==> src/rtl/mips_defs.sv <==
// Shared definitions for the MIPS core memory path: arbiter state encodings
// and the instruction value loaded into the fetch register on reset.
package mips_defs;

    typedef enum logic [2:0] {
        S_IDLE,
        S_FETCH,
        S_EXEC,
        S_DATA,
        S_COMMIT,
        S_ERROR
    } state_t;

    localparam logic [31:0] NOP_INSTR = 32'h0;

    // An instruction needs a data phase when it decodes as a load or a store.
    function automatic logic mem_access(input logic rd, input logic wr);
        return rd | wr;
    endfunction

endpackage

==> src/rtl/mod_bus_timeout.sv <==
// Counts consecutive cycles a bus request waits for its acknowledge and
// flags expiry on the cycle the count reaches TIMEOUT_CYCLES (0 disables).
module mod_bus_timeout #(
    parameter int TIMEOUT_CYCLES = 255
) (
    input  logic clk,
    input  logic reset,
    input  logic i_req,
    input  logic i_ack,
    input  logic i_clear,
    output logic o_expire
);

    localparam int CNT_W = (TIMEOUT_CYCLES < 2) ? 1 : $clog2(TIMEOUT_CYCLES + 1);
    localparam logic [CNT_W-1:0] LAST_COUNT =
        (TIMEOUT_CYCLES == 0) ? '0 : CNT_W'(TIMEOUT_CYCLES - 1);

    logic [CNT_W-1:0] r_count;
    logic             w_waiting;

    assign w_waiting = i_req && !i_ack && (TIMEOUT_CYCLES != 0);

    // NOTE: sequential state is updated with <= so every flop samples the
    // pre-edge values of its inputs, independent of block ordering.
    always_ff @(posedge clk or posedge reset) begin
        if (reset) begin
            r_count <= '0;
        end else if (!w_waiting || i_clear) begin
            r_count <= '0;
        end else begin
            r_count <= r_count + CNT_W'(1);
        end
    end

    // Fires during the unacknowledged cycle that would make the count hit the limit.
    assign o_expire = w_waiting && (r_count == LAST_COUNT);

endmodule

==> src/rtl/mod_mem_arbiter.sv <==
// Shares one single-port memory between instruction fetch and load/store,
// sequencing fetch -> exec -> optional data -> commit and stalling the core.
module mod_mem_arbiter
    import mips_defs::*;
#(
    parameter int ADDR_W         = 32,
    parameter int DATA_W         = 32,
    parameter int TIMEOUT_CYCLES = 255
) (
    input  logic              clk,
    input  logic              reset,
    input  logic [ADDR_W-1:0] core_pc,
    input  logic [ADDR_W-1:0] core_data_address,
    input  logic              core_mem_read,
    input  logic              core_mem_write,
    input  logic [DATA_W-1:0] core_wdata,
    output logic [DATA_W-1:0] instruction,
    output logic [DATA_W-1:0] data,
    output logic              hold,
    output logic              core_commit,
    output logic              mem_req,
    output logic              mem_we,
    output logic [ADDR_W-1:0] mem_addr,
    output logic [DATA_W-1:0] mem_wdata,
    input  logic [DATA_W-1:0] mem_rdata,
    input  logic              mem_ack,
    output logic              bus_error
);

    state_t            r_state;
    state_t            w_next_state;
    logic [DATA_W-1:0] r_instruction;
    logic [DATA_W-1:0] r_data;
    logic              r_bus_error;
    logic              w_req_state;
    logic              w_expire;
    logic              w_state_change;
    logic              w_access;
    logic              w_capture_instr;
    logic              w_capture_data;

    assign w_access       = mem_access(core_mem_read, core_mem_write);
    assign w_req_state    = (r_state == S_FETCH) || (r_state == S_DATA);
    assign w_state_change = (w_next_state != r_state);

    mod_bus_timeout #(
        .TIMEOUT_CYCLES (TIMEOUT_CYCLES)
    ) u_bus_timeout (
        .clk      (clk),
        .reset    (reset),
        .i_req    (w_req_state),
        .i_ack    (mem_ack),
        .i_clear  (w_state_change),
        .o_expire (w_expire)
    );

    always_ff @(posedge clk or posedge reset) begin
        if (reset) begin
            r_state <= S_IDLE;
        end else begin
            r_state <= w_next_state;
        end
    end

    always_comb begin
        // NOTE: every output gets a default before the case so no path
        // leaves a signal unassigned, which would infer a latch.
        w_next_state    = r_state;
        hold            = 1'b1;
        core_commit     = 1'b0;
        mem_req         = 1'b0;
        mem_we          = 1'b0;
        mem_addr        = core_pc;
        mem_wdata       = core_wdata;
        w_capture_instr = 1'b0;
        w_capture_data  = 1'b0;

        case (r_state)
            S_IDLE: begin
                w_next_state = S_FETCH;
            end
            S_FETCH: begin
                mem_req = 1'b1;
                if (w_expire) begin
                    w_next_state = S_ERROR;
                end else if (mem_ack) begin
                    w_capture_instr = 1'b1;
                    w_next_state    = S_EXEC;
                end
            end
            S_EXEC: begin
                if (!w_access) begin
                    hold         = 1'b0;
                    core_commit  = 1'b1;
                    w_next_state = S_FETCH;
                end else begin
                    w_next_state = S_DATA;
                end
            end
            S_DATA: begin
                // A store takes priority when the core flags both read and write.
                mem_req  = 1'b1;
                mem_we   = core_mem_write;
                mem_addr = core_data_address;
                if (w_expire) begin
                    w_next_state = S_ERROR;
                end else if (mem_ack) begin
                    w_capture_data = !core_mem_write;
                    w_next_state   = S_COMMIT;
                end
            end
            S_COMMIT: begin
                hold         = 1'b0;
                core_commit  = 1'b1;
                w_next_state = S_FETCH;
            end
            S_ERROR: begin
                w_next_state = S_ERROR;
            end
            default: begin
                w_next_state = S_IDLE;
            end
        endcase
    end

    always_ff @(posedge clk or posedge reset) begin
        if (reset) begin
            r_instruction <= DATA_W'(NOP_INSTR);
            r_data        <= '0;
            r_bus_error   <= 1'b0;
        end else begin
            if (w_capture_instr) begin
                r_instruction <= mem_rdata;
            end
            if (w_capture_data) begin
                r_data <= mem_rdata;
            end
            if (w_expire) begin
                r_bus_error <= 1'b1;
            end
        end
    end

    assign instruction = r_instruction;
    assign data        = r_data;
    assign bus_error   = r_bus_error;

endmodule

==> config.mk <==
export PLATFORM = sky130hd
export DESIGN_NAME = mod_mem_arbiter
export DESIGN_NICKNAME = d
export VERILOG_FILES = /design/src/rtl/mips_defs.sv /design/src/rtl/mod_bus_timeout.sv /design/src/rtl/mod_mem_arbiter.sv
export SDC_FILE = /design/constraint.sdc
export NUM_CORES = 1
export LEC_CHECK = 0
export ABC_AREA = 1
export CAP_MARGIN = 20
export CORE_MARGIN = 5
export CORE_UTILIZATION = 36
export CTS_CLUSTER_DIAMETER = 60
export CTS_CLUSTER_SIZE = 16
export DETAILED_ROUTE_END_ITERATION = 12
export GPL_TIMING_DRIVEN = 1
export PLACE_DENSITY = 0.86
export SLEW_MARGIN = 30
export SYNTH_ARGS = -nofsm -noshare
export SYNTH_HDL_FRONTEND = slang
export SYNTH_HIERARCHICAL = 1
export SYNTH_SLANG_ARGS = --single-unit
==> constraint.sdc <==
create_clock -name clk -period 2.48 [get_ports clk]
set_input_delay 0.248 -clock clk [delete_from_list [all_inputs] [get_ports clk]]
set_output_delay 0.248 -clock clk [all_outputs]
set_load 0.05 [all_outputs]
# Word level (Yosys, flattened, before mapping)
# Index checks and enable logic that the tools add are counted.
dict set report word_totals {
  reg_bits 76
  out_inout_bits 133
  elab_cells 44
}
dict set report classes {
  n_addsub 1
  n_eq_ne 7
  muxes 20
  n_bitwise 1
  n_reduce_logical 10
}
# operator count
set op_table {}
lappend op_table {{$mux W32} 1}
lappend op_table {{$pmux W3 S5} 1}
lappend op_table {{$mux W3} 4}
lappend op_table {{$mux W1} 10}
lappend op_table {{$add A8 B1 Y8 const B} 1}
lappend op_table {{$eq A8 B8 Y1 const B} 1}
lappend op_table {{$mux W8} 1}
lappend op_table {{$eq A3 B2 Y1 const B} 2}
lappend op_table {{$eq A3 B3 Y1 const B} 2}
lappend op_table {{$pmux W1 S2} 2}
lappend op_table {{$reduce_or A2 Y1} 2}
lappend op_table {{$eq A3 B1 Y1 const B} 1}
lappend op_table {{$logic_not A1 Y1} 3}
lappend op_table {{$logic_not A3 Y1} 1}
lappend op_table {{$ne A3 B3 Y1} 1}
lappend op_table {{$logic_and A1 B1 Y1} 2}
lappend op_table {{$logic_or A1 B1 Y1} 2}
lappend op_table {{$mux W2} 1}
lappend op_table {{$or A1 B1 Y1} 1}

# Longest topological paths before layout
# Gate-level depths: netlist of run 1.
dict set report depth {
  word_depth 9
  depth_mapped 15
  ltp_nobuf 15
}

# By module
# The synthesis of run 1 kept the hierarchy.
# mod n_inst cells_each area_per_inst_um2 seq_area_each_um2
set modules_own_cells {}
lappend modules_own_cells {mod_mem_arbiter 1 413 3542.1 1701.6}
lappend modules_own_cells {mod_bus_timeout 1 54 436.7 200.2}

# Worst setup path after synthesis of run 1
# Ideal clock, no wire load.
dict set report synth_timing {
  kind {register to output}
  startpoint {register r_state[2]}
  endpoint {output core_commit}
  arrival_time_ps 2385
  slack_ps -153
  stages_incl_launch_ff 6
  cell_sequence {dfrtp_1 > buf_2 > inv_1 > nor3_1 > o21ai_0 > inv_1}
}
dict set report synth_between {
  elab_chain_cells 2
}
# element line_no
set synth_rtl {}
lappend synth_rtl {{start: declaration} mod_mem_arbiter.sv:30} ;# state_t r_state;
lappend synth_rtl {{start signal: assignment} mod_mem_arbiter.sv:61} ;# r_state <= w_next_state;
lappend synth_rtl {{$eq A3 B3 Y1 / $eq A3 B2 Y1 (equally long branches)} mod_mem_arbiter.sv:78} ;# case (r_state)
lappend synth_rtl {{$pmux W1 S2 (*)} mod_mem_arbiter.sv:78}
lappend synth_rtl {{end: declaration} mod_mem_arbiter.sv:20} ;# output logic core_commit,
# Every way passes the cells marked *; elsewhere a longest branch is shown, timed or not.

# Worst setup path after layout of run 1
dict set report layout_timing {
  startpoint {register r_state[0]}
  endpoint {register u_bus_timeout.r_count[2]}
}
dict set report layout_between {
  elab_chain_cells 9
}
# element line_no
set layout_rtl {}
lappend layout_rtl {{$eq A3 B1 Y1 / $eq A3 B2 Y1 (equally long branches)} mod_mem_arbiter.sv:43} ;# assign w_req_state = (r_state == S_FETCH) || (r_state == S_DATA);
lappend layout_rtl {{$logic_or A1 B1 Y1 (*)} mod_mem_arbiter.sv:43}
lappend layout_rtl {{$logic_and A1 B1 Y1 (*)} mod_bus_timeout.sv:21} ;# assign w_waiting = i_req && !i_ack && (TIMEOUT_CYCLES != 0);
lappend layout_rtl {{$logic_and A1 B1 Y1 (*)} mod_bus_timeout.sv:36} ;# assign o_expire = w_waiting && (r_count == LAST_COUNT);
lappend layout_rtl {{net w_expire} mod_mem_arbiter.sv:36} ;# logic w_expire;
lappend layout_rtl {{$mux W3 (on tied branches)} {mod_mem_arbiter.sv:105, mod_mem_arbiter.sv:84}}
lappend layout_rtl {{$pmux W3 S5 (*)} mod_mem_arbiter.sv:78}
lappend layout_rtl {{$ne A3 B3 Y1 (*)} mod_mem_arbiter.sv:44} ;# assign w_state_change = (w_next_state != r_state);
lappend layout_rtl {{net w_state_change} mod_mem_arbiter.sv:37} ;# logic w_state_change;
lappend layout_rtl {{$logic_or A1 B1 Y1 (*)} mod_bus_timeout.sv:28} ;# end else if (!w_waiting || i_clear) begin
lappend layout_rtl {{$mux W8 (*)} mod_bus_timeout.sv:28}
lappend layout_rtl {{end signal: assignment} mod_bus_timeout.sv:31} ;# r_count <= r_count + CNT_W'(1);
lappend layout_rtl {{end: declaration} mod_bus_timeout.sv:18} ;# logic [CNT_W-1:0] r_count;
# Mark *: on every way through the listed nets, which the timed path passes. The rest lies on a longest branch.
# A chain may end at the register's enable or synchronous reset.

==> impl_metrics.prom, run 1 <==
# TYPE chip_impl_metric gauge
chip_impl_metric{name="ant_nets",unit=""} 0
chip_impl_metric{name="floorplan.die_area",unit="mm2"} 0.0133
chip_impl_info{name="ys_dominant_reg_cell",value="dfrtp_1"} 1
chip_impl_metric{name="grt_max_degree",unit=""} 65
chip_impl_metric{name="clk_pin_slew_worst_paths",unit="ps"} 80
chip_impl_metric{name="synthesized_netlist_cell_count",unit=""} 467
chip_impl_metric{name="wire_per_inst",unit="um"} 14.9
chip_impl_metric{name="timing_worst_slew_pin_value",unit="ps"} 616
chip_impl_info{name="critical-path-slowest-cell",value="dfrtp_1"} 1
chip_impl_metric{name="arrival",unit="ps"} 2480
chip_impl_metric{name="yosys.area.top_type_share",unit="%"} 47.8
chip_impl_info{name="synth_common_cells",value="nand2_1, dfrtp_1, o21ai_2"} 1
chip_impl_metric{name="hold_viol",unit=""} 0
chip_impl_metric{name="hpwlAfterDp",unit="um"} 8910
chip_impl_info{name="cts_tree",value="done"} 1
chip_impl_metric{name="power",unit="mW"} 8.59
chip_impl_metric{name="synth_edf_count",unit=""} 0
chip_impl_metric{name="route.final.wire_length",unit="um"} 11600
chip_impl_metric{name="cts-htree-levels",unit=""} 3
chip_impl_metric{name="start_util",unit="%"} 36.7
chip_impl_info{name="setup_repair_after_global_routing_missed_its_margin",value="false"} 1
chip_impl_metric{name="die-width",unit="um"} 115
chip_impl_metric{name="fin_nets",unit=""} 766
chip_impl_info{name="synth_top_cells_by_area",value="dfrtp_1, nand2_1, o21ai_2, buf_4, inv_1"} 1
chip_impl_metric{name="syn_area_per_cell",unit="um2"} 8.52
chip_impl_info{name="clock_tree_root",value="clkbuf_8"} 1
chip_impl_info{name="synth_top_area_cell",value="dfrtp_1"} 1
chip_impl_metric{name="max-slew-margin-rel",unit="%"} 58.9
chip_impl_info{name="critical_path_class",value="reg2reg"} 1
chip_impl_metric{name="synth_simple_gate_area_share",unit="%"} 22.7
chip_impl_info{name="synth_top_family_by_area",value="simple AND/OR/NAND/NOR gates"} 1
chip_impl_metric{name="synth_async_sr_flop_share",unit="%"} 100
chip_impl_metric{name="finalSetupViolCount",unit=""} 0
chip_impl_metric{name="synth.lib_cells_used.distinct",unit=""} 30
chip_impl_metric{name="irDropWorstVdd",unit="uV"} 992
chip_impl_metric{name="drt_first_pass_iters",unit=""} 5
chip_impl_info{name="worst_setup_start_kind",value="register"} 1
chip_impl_metric{name="timing.final.max_slew_violations",unit=""} 0
chip_impl_metric{name="slowest_delay",unit="ps"} 440
chip_impl_info{name="status",value="finished, final reports clean"} 1
chip_impl_metric{name="grt_antenna_before_repair",unit=""} 0
chip_impl_metric{name="drt_iter0_drc",unit=""} 251
chip_impl_metric{name="synth-compound-area-share",unit="%"} 13.9
chip_impl_metric{name="grt_pass1_wl",unit="um"} 18100
chip_impl_metric{name="vias_per_cell",unit=""} 4.63
chip_impl_metric{name="cts-root-to-sink-buffers",unit=""} 2
chip_impl_metric{name="highest_attainable_clock_frequency",unit="GHz"} 0.449
chip_impl_metric{name="n_fill_cell",unit=""} 945
chip_impl_info{name="timing.critical_path.cells",value="inv_1 > nor2_4 > inv_1 > nor2_1 > nand4_1 > nor2_2 > inv_1 > nand2_1 > nand2_1 > nand3_1 > nand3_1 > nor3_4 > inv_2 > nor3_2"} 1
chip_impl_metric{name="p_per_area",unit="mW/mm2"} 1450
chip_impl_metric{name="cp.required",unit="ps"} 2730
chip_impl_metric{name="fp.coreArea",unit="mm2"} 0.0108
chip_impl_metric{name="crit_fanout",unit=""} 5
chip_impl_info{name="synth_most_common_cell",value="nand2_1"} 1
chip_impl_metric{name="ioPinCount",unit=""} 266
chip_impl_metric{name="totalNegativeSetupSlack",unit="ps"} 0
chip_impl_info{name="timing.hold.worst.class",value="in2async"} 1
chip_impl_metric{name="port_buffers",unit=""} 201
chip_impl_metric{name="route.vias.total",unit=""} 3591
chip_impl_metric{name="power_leakage",unit="nW"} 2.85
chip_impl_metric{name="postSynthRegisterBits",unit=""} 76
chip_impl_metric{name="critPathBufInv",unit=""} 4
chip_impl_metric{name="final.setup_skew",unit="ps"} 6.72
chip_impl_metric{name="route.detailed.drc",unit=""} 0
chip_impl_metric{name="netlist_area",unit="mm2"} 0.00398
chip_impl_metric{name="cts-buffers-inserted",unit=""} 9
chip_impl_metric{name="synth.mux.area_fraction",unit="%"} 0
chip_impl_metric{name="chipHeight",unit="um"} 115
chip_impl_metric{name="final_critical_path_share_of_the_clock_period",unit="%"} 89.8
chip_impl_metric{name="number_of_max_cap_violations",unit=""} 0
chip_impl_metric{name="clk_sink_count",unit=""} 76
chip_impl_info{name="timing.critical_path.mode_cell",value="inv_1"} 1
chip_impl_metric{name="layout-area-overhead-vs-synth",unit="%"} 49.2
chip_impl_metric{name="synthAdderAreaFrac",unit="%"} 0.629
chip_impl_metric{name="diodes",unit=""} 0
chip_impl_metric{name="gr-usage-all-layers",unit="%"} 16.8
chip_impl_info{name="setup.worst_path.end_class",value="register"} 1
chip_impl_metric{name="via_count_of_the_first_global_routing_pass",unit=""} 3673
chip_impl_metric{name="postSynthNetCount",unit=""} 602
chip_impl_metric{name="drive_above_1_share",unit="%"} 18.6
chip_impl_metric{name="finalCriticalPeriod",unit="ps"} 2230
chip_impl_metric{name="floorplan.rows",unit=""} 38
chip_impl_metric{name="weighted_congestion_reported_at_the_end_of_routability_driven_placement",unit=""} 0.910
chip_impl_metric{name="yosysWarningCount",unit=""} 6
chip_impl_metric{name="synth-seq-area-share",unit="%"} 47.8
chip_impl_metric{name="clock_latency",unit="ps"} 330
chip_impl_metric{name="grt.overflow.total",unit=""} 0
chip_impl_metric{name="yosys.area_share.xor_xnor",unit="%"} 0
chip_impl_info{name="worst_path_dominant_cell_family",value="simple AND/OR/NAND/NOR gates"} 1
## flip-flops by register name, indices dropped and copies added, names as in the netlist
register / count
data: 32
bus_error: 1
instruction: 32
r_state: 3
u_bus_timeout/r_count: 8
## layout by cell type (no fill, tap or decap), drive strengths merged
| cell type | instances |
|---|---|
| nand3 | 8 |
| clkinvlp | 2 |
| a21oi | 3 |
| nand4 | 1 |
| or2 | 1 |
| o21ai | 67 |
| clkdlybuf4s50 | 166 |
| clkbuf | 13 |
| clkinv | 1 |
| ha | 2 |
| buf | 39 |
| o211ai | 1 |
| inv | 48 |
| nor3 | 4 |
| dfrtp | 76 |
| a21boi | 1 |
| nor2 | 19 |
| nand2 | 183 |
| o21bai | 1 |
## cells by family (layout without fill, tap and decap cells)
| family | Yosys count | after routing |
|---|---|---|
| and+or+nand+nor | 216 | 216 |
| buffers and inverters | 100 | 269 |
| DFF | 76 | 76 |
| AOI/OAI and AO/OA | 73 | 73 |
| adders and majority gates | 2 | 2 |
## final timing paths
check | startpoint | slack [ps] | cells past startpoint | endpoint
max | r_state[0] | 250 | 14 | u_bus_timeout/r_count[2]
min reg2reg | bus_error | 470 | 1 | bus_error
min | reset | 230 | 2 | u_bus_timeout/r_count[6]
max in group asynchronous | reset | 1490 | 3 | instruction[1]
min in group clk | bus_error | 470 | 1 | bus_error
max reg2reg | r_state[0] | 250 | 14 | u_bus_timeout/r_count[2]
## per-stage QoR
step	util (%)	instance area, um2	setup WS, ps	hold slack [ps]	std cells
final	54.8	5940	253	229	776
after global routing	54.8	5940	55.3	246	776
after CTS	54.7	5930	195	220	776
after detailed placement	53.0	5740	219	454	760
after global placement	53.0	5740	412	463	760
after floorplan	-	3980	270	63.7	467
## layer usage
metal / up-vias / part of all wire, % / track usage (%)
met3: 31 / 7.5 / 4.58
met1: 1662 / 40 / 21.8
met4: 0 / 1.4 / 4.07
li1: 1744 / - / -
met2: 154 / 51 / 27.9
met5: - / 0 / 0
## timing repair
action / in CTS / in global routing
buffers inserted: 0 / 0
hold buffers: 0 / 0
endpoints found under the setup margin: 0 / 8
gates resized for setup: 0 / 2
## final cells by class
type | instances | area, um2 | share of cell area, %
Multi-Input combinational cell | 291 | 1480 | 25.0
Clock buffer | 13 | 169 | 2.85
Tap cell | 140 | 175 | 2.95
Timing Repair Buffer | 205 | 2000 | 33.8
Clock inverter | 3 | 20.0 | 0.337
Sequential cell | 76 | 1900 | 32.1
Inverter | 48 | 180 | 3.04
## report_power, final
part	total (mW)	switching, mW	internal [mW]
clock	0.875	0.430	0.445
combinational	5.63	3.88	1.76
sequential	2.09	0.331	1.76
Power figures use the tool's default switching activity.
==> run 2, diff against run 1 <==
--- a/config.mk
+++ b/config.mk
@@ -7,13 +7,14 @@
 export LEC_CHECK = 0
 export ABC_AREA = 1
 export CAP_MARGIN = 20
-export CORE_MARGIN = 5
 export CORE_UTILIZATION = 36
 export CTS_CLUSTER_DIAMETER = 60
 export CTS_CLUSTER_SIZE = 16
 export DETAILED_ROUTE_END_ITERATION = 12
 export GPL_TIMING_DRIVEN = 1
+export MAX_ROUTING_LAYER = met4
 export PLACE_DENSITY = 0.86
+export REMOVE_ABC_BUFFERS = 1
 export SLEW_MARGIN = 30
 export SYNTH_ARGS = -nofsm -noshare
 export SYNTH_HDL_FRONTEND = slang
==> impl_metrics.prom, run 2 (synthesis gave the netlist of run 1 again) <==
# TYPE chip_impl_metric gauge
chip_impl_metric{name="drt_first_pass_iters",unit=""} 4
chip_impl_metric{name="cts-htree-levels",unit=""} 3
chip_impl_metric{name="dp.cells",unit=""} 762
chip_impl_info{name="status",value="finished, final reports clean"} 1
chip_impl_info{name="worst_setup_start_kind",value="register"} 1
chip_impl_metric{name="power",unit="mW"} 8.76
chip_impl_metric{name="via_count_of_the_first_global_routing_pass",unit=""} 3658
chip_impl_metric{name="fin_nets",unit=""} 768
chip_impl_info{name="leading_cell_type_in_the_layout_fill_and_taps_excluded",value="nand2_1"} 1
chip_impl_metric{name="grt_pass1_wl",unit="um"} 18900
chip_impl_metric{name="hold_viol",unit=""} 0
chip_impl_metric{name="post_cts.repair.setup_buffers",unit=""} 0
chip_impl_metric{name="met3WireLength",unit="um"} 1750
chip_impl_info{name="critical_path_class",value="reg2reg"} 1
chip_impl_metric{name="finish.utilization",unit="%"} 55.4
chip_impl_metric{name="clk_sink_count",unit=""} 76
chip_impl_metric{name="cts-root-to-sink-buffers",unit=""} 2
chip_impl_info{name="timing.critical_path.mode_cell",value="inv_1"} 1
chip_impl_metric{name="clock_latency",unit="ps"} 340
chip_impl_info{name="critical-path-slowest-cell",value="dfrtp_1"} 1
chip_impl_metric{name="wire_per_inst",unit="um"} 16.3
chip_impl_metric{name="grt.overflow.total",unit=""} 0
chip_impl_metric{name="fin_cells",unit=""} 778
chip_impl_metric{name="m1WireLength",unit="um"} 4840
chip_impl_metric{name="arrival",unit="ps"} 2510
chip_impl_metric{name="route.final.wire_length",unit="um"} 12700
chip_impl_metric{name="grt_max_degree",unit=""} 53
chip_impl_info{name="layout_common_cells",value="nand2_1, clkdlybuf4s50_1, dfrtp_1, o21ai_2, inv_1"} 1
chip_impl_metric{name="fp.coreArea",unit="mm2"} 0.0108
chip_impl_info{name="setup_repair_after_global_routing_missed_its_margin",value="false"} 1
chip_impl_metric{name="totalNegativeSetupSlack",unit="ps"} 0
chip_impl_metric{name="p_per_area",unit="mW/mm2"} 1460
chip_impl_info{name="clock_tree_root",value="clkbuf_8"} 1
chip_impl_metric{name="diodes",unit=""} 0
chip_impl_metric{name="finalCriticalPeriod",unit="ps"} 2240
chip_impl_info{name="timing.critical_path.cells",value="inv_1 > nor2_4 > inv_1 > nor2_1 > nand4_1 > nor2_2 > inv_1 > nand2_1 > nand2_1 > nand3_1 > nand3_1 > nor3_4 > inv_2 > nor2_1"} 1
chip_impl_metric{name="gr-usage-all-layers",unit="%"} 22.7
chip_impl_metric{name="cts-buffers-inserted",unit=""} 9
chip_impl_metric{name="final_critical_path_share_of_the_clock_period",unit="%"} 90.4
chip_impl_metric{name="final.setup_skew",unit="ps"} 8.13
chip_impl_metric{name="slowest_delay",unit="ps"} 430
chip_impl_metric{name="route.vias.total",unit=""} 3636
chip_impl_info{name="setup.worst_path.end_class",value="register"} 1
chip_impl_metric{name="highest_attainable_clock_frequency",unit="GHz"} 0.446
chip_impl_info{name="routed.top_layer",value="met4"} 1
chip_impl_metric{name="power_leakage",unit="nW"} 2.88
chip_impl_metric{name="ioPinCount",unit=""} 266
chip_impl_metric{name="ant_nets",unit=""} 0
chip_impl_metric{name="timing_worst_slew_pin_value",unit="ps"} 536
chip_impl_info{name="timing.hold.worst.class",value="in2async"} 1
chip_impl_metric{name="drt_iter0_drc",unit=""} 287
chip_impl_metric{name="clk_pin_slew_worst_paths",unit="ps"} 70
chip_impl_metric{name="crit_fanout",unit=""} 5
chip_impl_metric{name="die-width",unit="um"} 107
chip_impl_metric{name="port_buffers",unit=""} 201
chip_impl_info{name="cts_tree",value="done"} 1
chip_impl_metric{name="met2_wirelength",unit="um"} 5890
chip_impl_metric{name="start_util",unit="%"} 36.9
chip_impl_metric{name="max-slew-margin-rel",unit="%"} 64.1
chip_impl_metric{name="weighted_congestion_reported_at_the_end_of_routability_driven_placement",unit=""} 0.908
chip_impl_metric{name="timing.final.max_slew_violations",unit=""} 0
chip_impl_metric{name="chipHeight",unit="um"} 107
chip_impl_metric{name="cp.required",unit="ps"} 2750
chip_impl_metric{name="floorplan.rows",unit=""} 38
chip_impl_metric{name="floorplan.die_area",unit="mm2"} 0.0115
chip_impl_metric{name="layout-area-overhead-vs-synth",unit="%"} 50.3
chip_impl_metric{name="hpwlAfterDp",unit="um"} 10000
chip_impl_metric{name="vias_per_cell",unit=""} 4.67
chip_impl_metric{name="grt_antenna_before_repair",unit=""} 0
chip_impl_metric{name="finalSetupViolCount",unit=""} 0
chip_impl_metric{name="number_of_max_cap_violations",unit=""} 0
chip_impl_metric{name="route.detailed.drc",unit=""} 0
chip_impl_metric{name="drive_above_1_share",unit="%"} 18.7
chip_impl_metric{name="irDropWorstVdd",unit="uV"} 862
## run 2: per-stage QoR
stage	hold WS [ps]	area [um2]	worst slack, ps
finish	207	5980	239
global route	235	5980	46.4
CTS	195	5980	178
detailed placement	466	5760	194
global placement	463	5760	399
floorplan	63.7	3560	-159
## run 2: power breakdown
group          internal, mW  switching, mW  total, mW
registers              1.76          0.326       2.08
logic                  1.77           3.88       5.65
clock network         0.594          0.432       1.03
total                  4.12           4.64       8.76
## run 2: worst max-delay path, delay by kind of cell, from the launching register on
kind | cells | cell delay, ps
flip-flops | 1 | 430
AND/OR/NAND/NOR | 10 | 1340
buffers and inverters | 4 | 410
## run 2: routing by layer
metal,vias to the layer above,track usage [%]
met5,-,-
met4,0,7.34
met3,15,11.6
met2,199,35.8
met1,1688,24.9
li1,1734,-
## run 2: final cells by class
class	count	area, um2
fill	963	4810
timing repair buffer	207	2020
sequential	76	1900
multi-input combinational	291	1480
inverter	48	180
tap	140	175
clock buffer	12	145
clock inverter	4	72.6
## run 2: repair_timing
item                       CTS  global route
setup endpoints to repair    0             6
gates resized for setup      0             2
hold endpoints to repair     0             0
hold buffers                 0             0
## run 2: final timing paths
kind	start	end	slack (ps)	cells after the start
max	r_state[0]	u_bus_timeout/r_count[4]	240	14
min	reset	u_bus_timeout/r_count[4]	210	2
max reg2reg	r_state[0]	u_bus_timeout/r_count[4]	240	14
min reg2reg	bus_error	bus_error	480	1
max in group asynchronous	reset	data[31]	1610	3
min in group clk	mem_rdata[2]	data[2]	480	3
==> run 3, diff against run 2 <==
--- a/config.mk
+++ b/config.mk
@@ -7,13 +7,15 @@
 export LEC_CHECK = 0
 export ABC_AREA = 1
 export CAP_MARGIN = 20
-export CORE_UTILIZATION = 36
+export CORE_AREA = 2 2 102 104
 export CTS_CLUSTER_DIAMETER = 60
 export CTS_CLUSTER_SIZE = 16
 export DETAILED_ROUTE_END_ITERATION = 12
+export DIE_AREA = 0 0 104 106
+export DONT_BUFFER_PORTS = 1
 export GPL_TIMING_DRIVEN = 1
 export MAX_ROUTING_LAYER = met4
-export PLACE_DENSITY = 0.86
+export PLACE_DENSITY = 0.63
 export REMOVE_ABC_BUFFERS = 1
 export SLEW_MARGIN = 30
 export SYNTH_ARGS = -nofsm -noshare
==> impl_metrics.prom, run 3 (synthesis gave the netlist of run 1 again) <==
# TYPE chip_impl_metric gauge
chip_impl_info{name="status",value="finished, final reports clean"} 1
chip_impl_metric{name="timing_worst_slew_pin_value",unit="ps"} 836
chip_impl_metric{name="ant_nets",unit=""} 0
chip_impl_metric{name="layout-area-overhead-vs-synth",unit="%"} 1.45
chip_impl_metric{name="crit_fanout",unit=""} 34
chip_impl_metric{name="slowest_delay",unit="ps"} 590
chip_impl_info{name="critical-path-slowest-cell",value="dfrtp_1"} 1
chip_impl_metric{name="totalNegativeSetupSlack",unit="ps"} 0
chip_impl_metric{name="use_met2",unit="%"} 28.9
chip_impl_metric{name="clk_sink_count",unit=""} 76
chip_impl_metric{name="clk_pin_slew_worst_paths",unit="ps"} 80
chip_impl_info{name="worst_setup_start_kind",value="register"} 1
chip_impl_metric{name="start_util",unit="%"} 39.8
chip_impl_metric{name="wire_per_inst",unit="um"} 17.9
chip_impl_metric{name="power_leakage",unit="nW"} 2.06
chip_impl_metric{name="finalSetupViolCount",unit=""} 0
chip_impl_metric{name="grt.overflow.total",unit=""} 0
chip_impl_metric{name="chipHeight",unit="um"} 106
chip_impl_info{name="setup_repair_after_global_routing_missed_its_margin",value="false"} 1
chip_impl_info{name="timing.critical_path.cells",value="nor2_8 > inv_2 > nand2_1 > nand2_1"} 1
chip_impl_metric{name="via_count_of_the_first_global_routing_pass",unit=""} 2791
chip_impl_metric{name="route.detailed.drc",unit=""} 0
chip_impl_metric{name="floorplan.die_area",unit="mm2"} 0.0110
chip_impl_metric{name="diodes",unit=""} 0
chip_impl_metric{name="arrival",unit="ps"} 2060
chip_impl_info{name="layout_common_cells",value="nand2_1, dfrtp_1, o21ai_2, inv_1, o21ai_1"} 1
chip_impl_metric{name="timing.final.max_slew_violations",unit=""} 0
chip_impl_metric{name="ioPinCount",unit=""} 266
chip_impl_metric{name="route.vias.total",unit=""} 2776
chip_impl_metric{name="highest_attainable_clock_frequency",unit="GHz"} 0.434
chip_impl_metric{name="port_buffers",unit=""} 0
chip_impl_metric{name="final_critical_path_share_of_the_clock_period",unit="%"} 92.9
chip_impl_metric{name="critPathBufInv",unit=""} 1
chip_impl_metric{name="drt_first_pass_iters",unit=""} 4
chip_impl_metric{name="post_cts.repair.setup_buffers",unit=""} 0
chip_impl_info{name="timing.critical_path.mode_cell",value="nand2_1"} 1
chip_impl_info{name="timing.hold.worst.class",value="in2reg"} 1
chip_impl_metric{name="route.final.wire_length",unit="um"} 10300
chip_impl_info{name="critical_path_class",value="reg2out"} 1
chip_impl_info{name="worst_path_dominant_cell_family",value="simple AND/OR/NAND/NOR gates"} 1
chip_impl_metric{name="finalCriticalPeriod",unit="ps"} 2300
chip_impl_metric{name="clock_latency",unit="ps"} 350
chip_impl_metric{name="cts-root-to-sink-buffers",unit=""} 2
chip_impl_info{name="grt.busiest_layer",value="met2"} 1
chip_impl_metric{name="dpl-instance-area",unit="mm2"} 0.00382
chip_impl_metric{name="fin_nets",unit=""} 569
chip_impl_metric{name="grt_antenna_before_repair",unit=""} 0
chip_impl_metric{name="weighted_congestion_reported_at_the_end_of_routability_driven_placement",unit=""} 0.824
chip_impl_metric{name="vias_per_cell",unit=""} 4.83
chip_impl_metric{name="multi_input_comb_area",unit="mm2"} 0.00148
chip_impl_metric{name="n_fill_cell",unit=""} 990
chip_impl_metric{name="grt_pass1_wl",unit="um"} 15400
chip_impl_metric{name="postLayoutCellArea",unit="mm2"} 0.00404
chip_impl_metric{name="number_of_max_cap_violations",unit=""} 0
chip_impl_metric{name="max-slew-margin-rel",unit="%"} 44.2
chip_impl_metric{name="hpwlAfterDp",unit="um"} 7880
chip_impl_metric{name="floorplan.rows",unit=""} 37
chip_impl_info{name="setup.worst_path.end_class",value="output port"} 1
chip_impl_metric{name="drive_above_1_share",unit="%"} 19.1
chip_impl_info{name="cts_tree",value="done"} 1
chip_impl_metric{name="cts-htree-levels",unit=""} 3
chip_impl_info{name="clock_tree_root",value="clkbuf_8"} 1
chip_impl_metric{name="grtUsageMet1",unit="%"} 21.6
chip_impl_metric{name="die-width",unit="um"} 104
chip_impl_metric{name="gr-usage-all-layers",unit="%"} 19.2
chip_impl_metric{name="hold_viol",unit=""} 0
chip_impl_metric{name="drt_iter0_drc",unit=""} 196
chip_impl_metric{name="irDropWorstVdd",unit="uV"} 755
chip_impl_metric{name="cp.required",unit="ps"} 2230
chip_impl_metric{name="cts-buffers-inserted",unit=""} 9
chip_impl_info{name="leading_cell_type_in_the_layout_fill_and_taps_excluded",value="nand2_1"} 1
chip_impl_metric{name="groute.layer.met3.usage",unit="%"} 10.4
chip_impl_metric{name="p_per_area",unit="mW/mm2"} 1790
chip_impl_metric{name="final.setup_skew",unit="ps"} 9.85
chip_impl_metric{name="grt_max_degree",unit=""} 65
chip_impl_metric{name="fp.coreArea",unit="mm2"} 0.0100
chip_impl_metric{name="seq_area",unit="mm2"} 0.00190
-- run 3: repair_timing --
| item | in CTS | in global routing |
|---|---|---|
| endpoints found under the hold margin | 44 | 0 |
| hold buffers | 1 | 0 |
| resized for setup | 0 | 0 |
-- run 3: cell type report --
type                       instances  share of cell area, %
tap                              136                   4.22
sequential                        76                   47.1
clock inverter                     5                   1.52
inverter                          48                   4.46
clock buffer                      11                   3.50
timing repair buffer               8                   2.48
multi-input combinational        291                   36.7
-- run 3: final timing paths --
kind,from,to,slack [ps],cells after the start
max in group asynchronous,reset,data[7],1290,3
max reg2reg,r_state[2],u_bus_timeout/r_count[3],280,13
min in group asynchronous,reset,u_bus_timeout/r_count[0],330,2
max,r_state[2],mem_addr[12],180,4
min reg2reg,u_bus_timeout/r_count[0],u_bus_timeout/r_count[0],490,1
min,mem_rdata[12],data[12],50,2
-- run 3: worst register-to-register path: cells and delay by family, from the launching register on --
| kind | cells | cell delay (ps) |
|---|---|---|
| AO/OA/AOI/OAI | 1 | 110 |
| buffers and inverters | 2 | 170 |
| AND/OR/NAND/NOR | 10 | 1340 |
| flip-flops | 1 | 520 |
-- run 3: per-stage QoR --
step                      std cells  power (mW)  hold WS [ps]  util (%)  worst slack, ps
after floorplan                 415        5.80          63.7         -             -159
after global routing            575        7.58          26.8      40.4             41.3
after detailed placement        558        6.32           122      38.2              315
after global placement          558        6.24           112      38.2              419
final                           575        7.21          46.3      40.4              176
after CTS                       575        7.29          26.1      40.4              158
-- run 3: where the power goes --
part           switching (mW)  internal [mW]  total (mW)
Sequential               2.14           1.72        3.86
Combinational            1.83          0.568        2.39
Clock                   0.457          0.494       0.951
-- run 3: routing by layer --
| layer | vias up | routed length (um) | part of all wire [%] |
|---|---|---|---|
| li1 | 1347 | - | - |
| met1 | 1240 | 3960 | 38 |
| met2 | 174 | 4820 | 47 |
| met3 | 15 | 1360 | 13 |
| met4 | 0 | 174 | 1.7 |
| met5 | - | 0 | 0 |
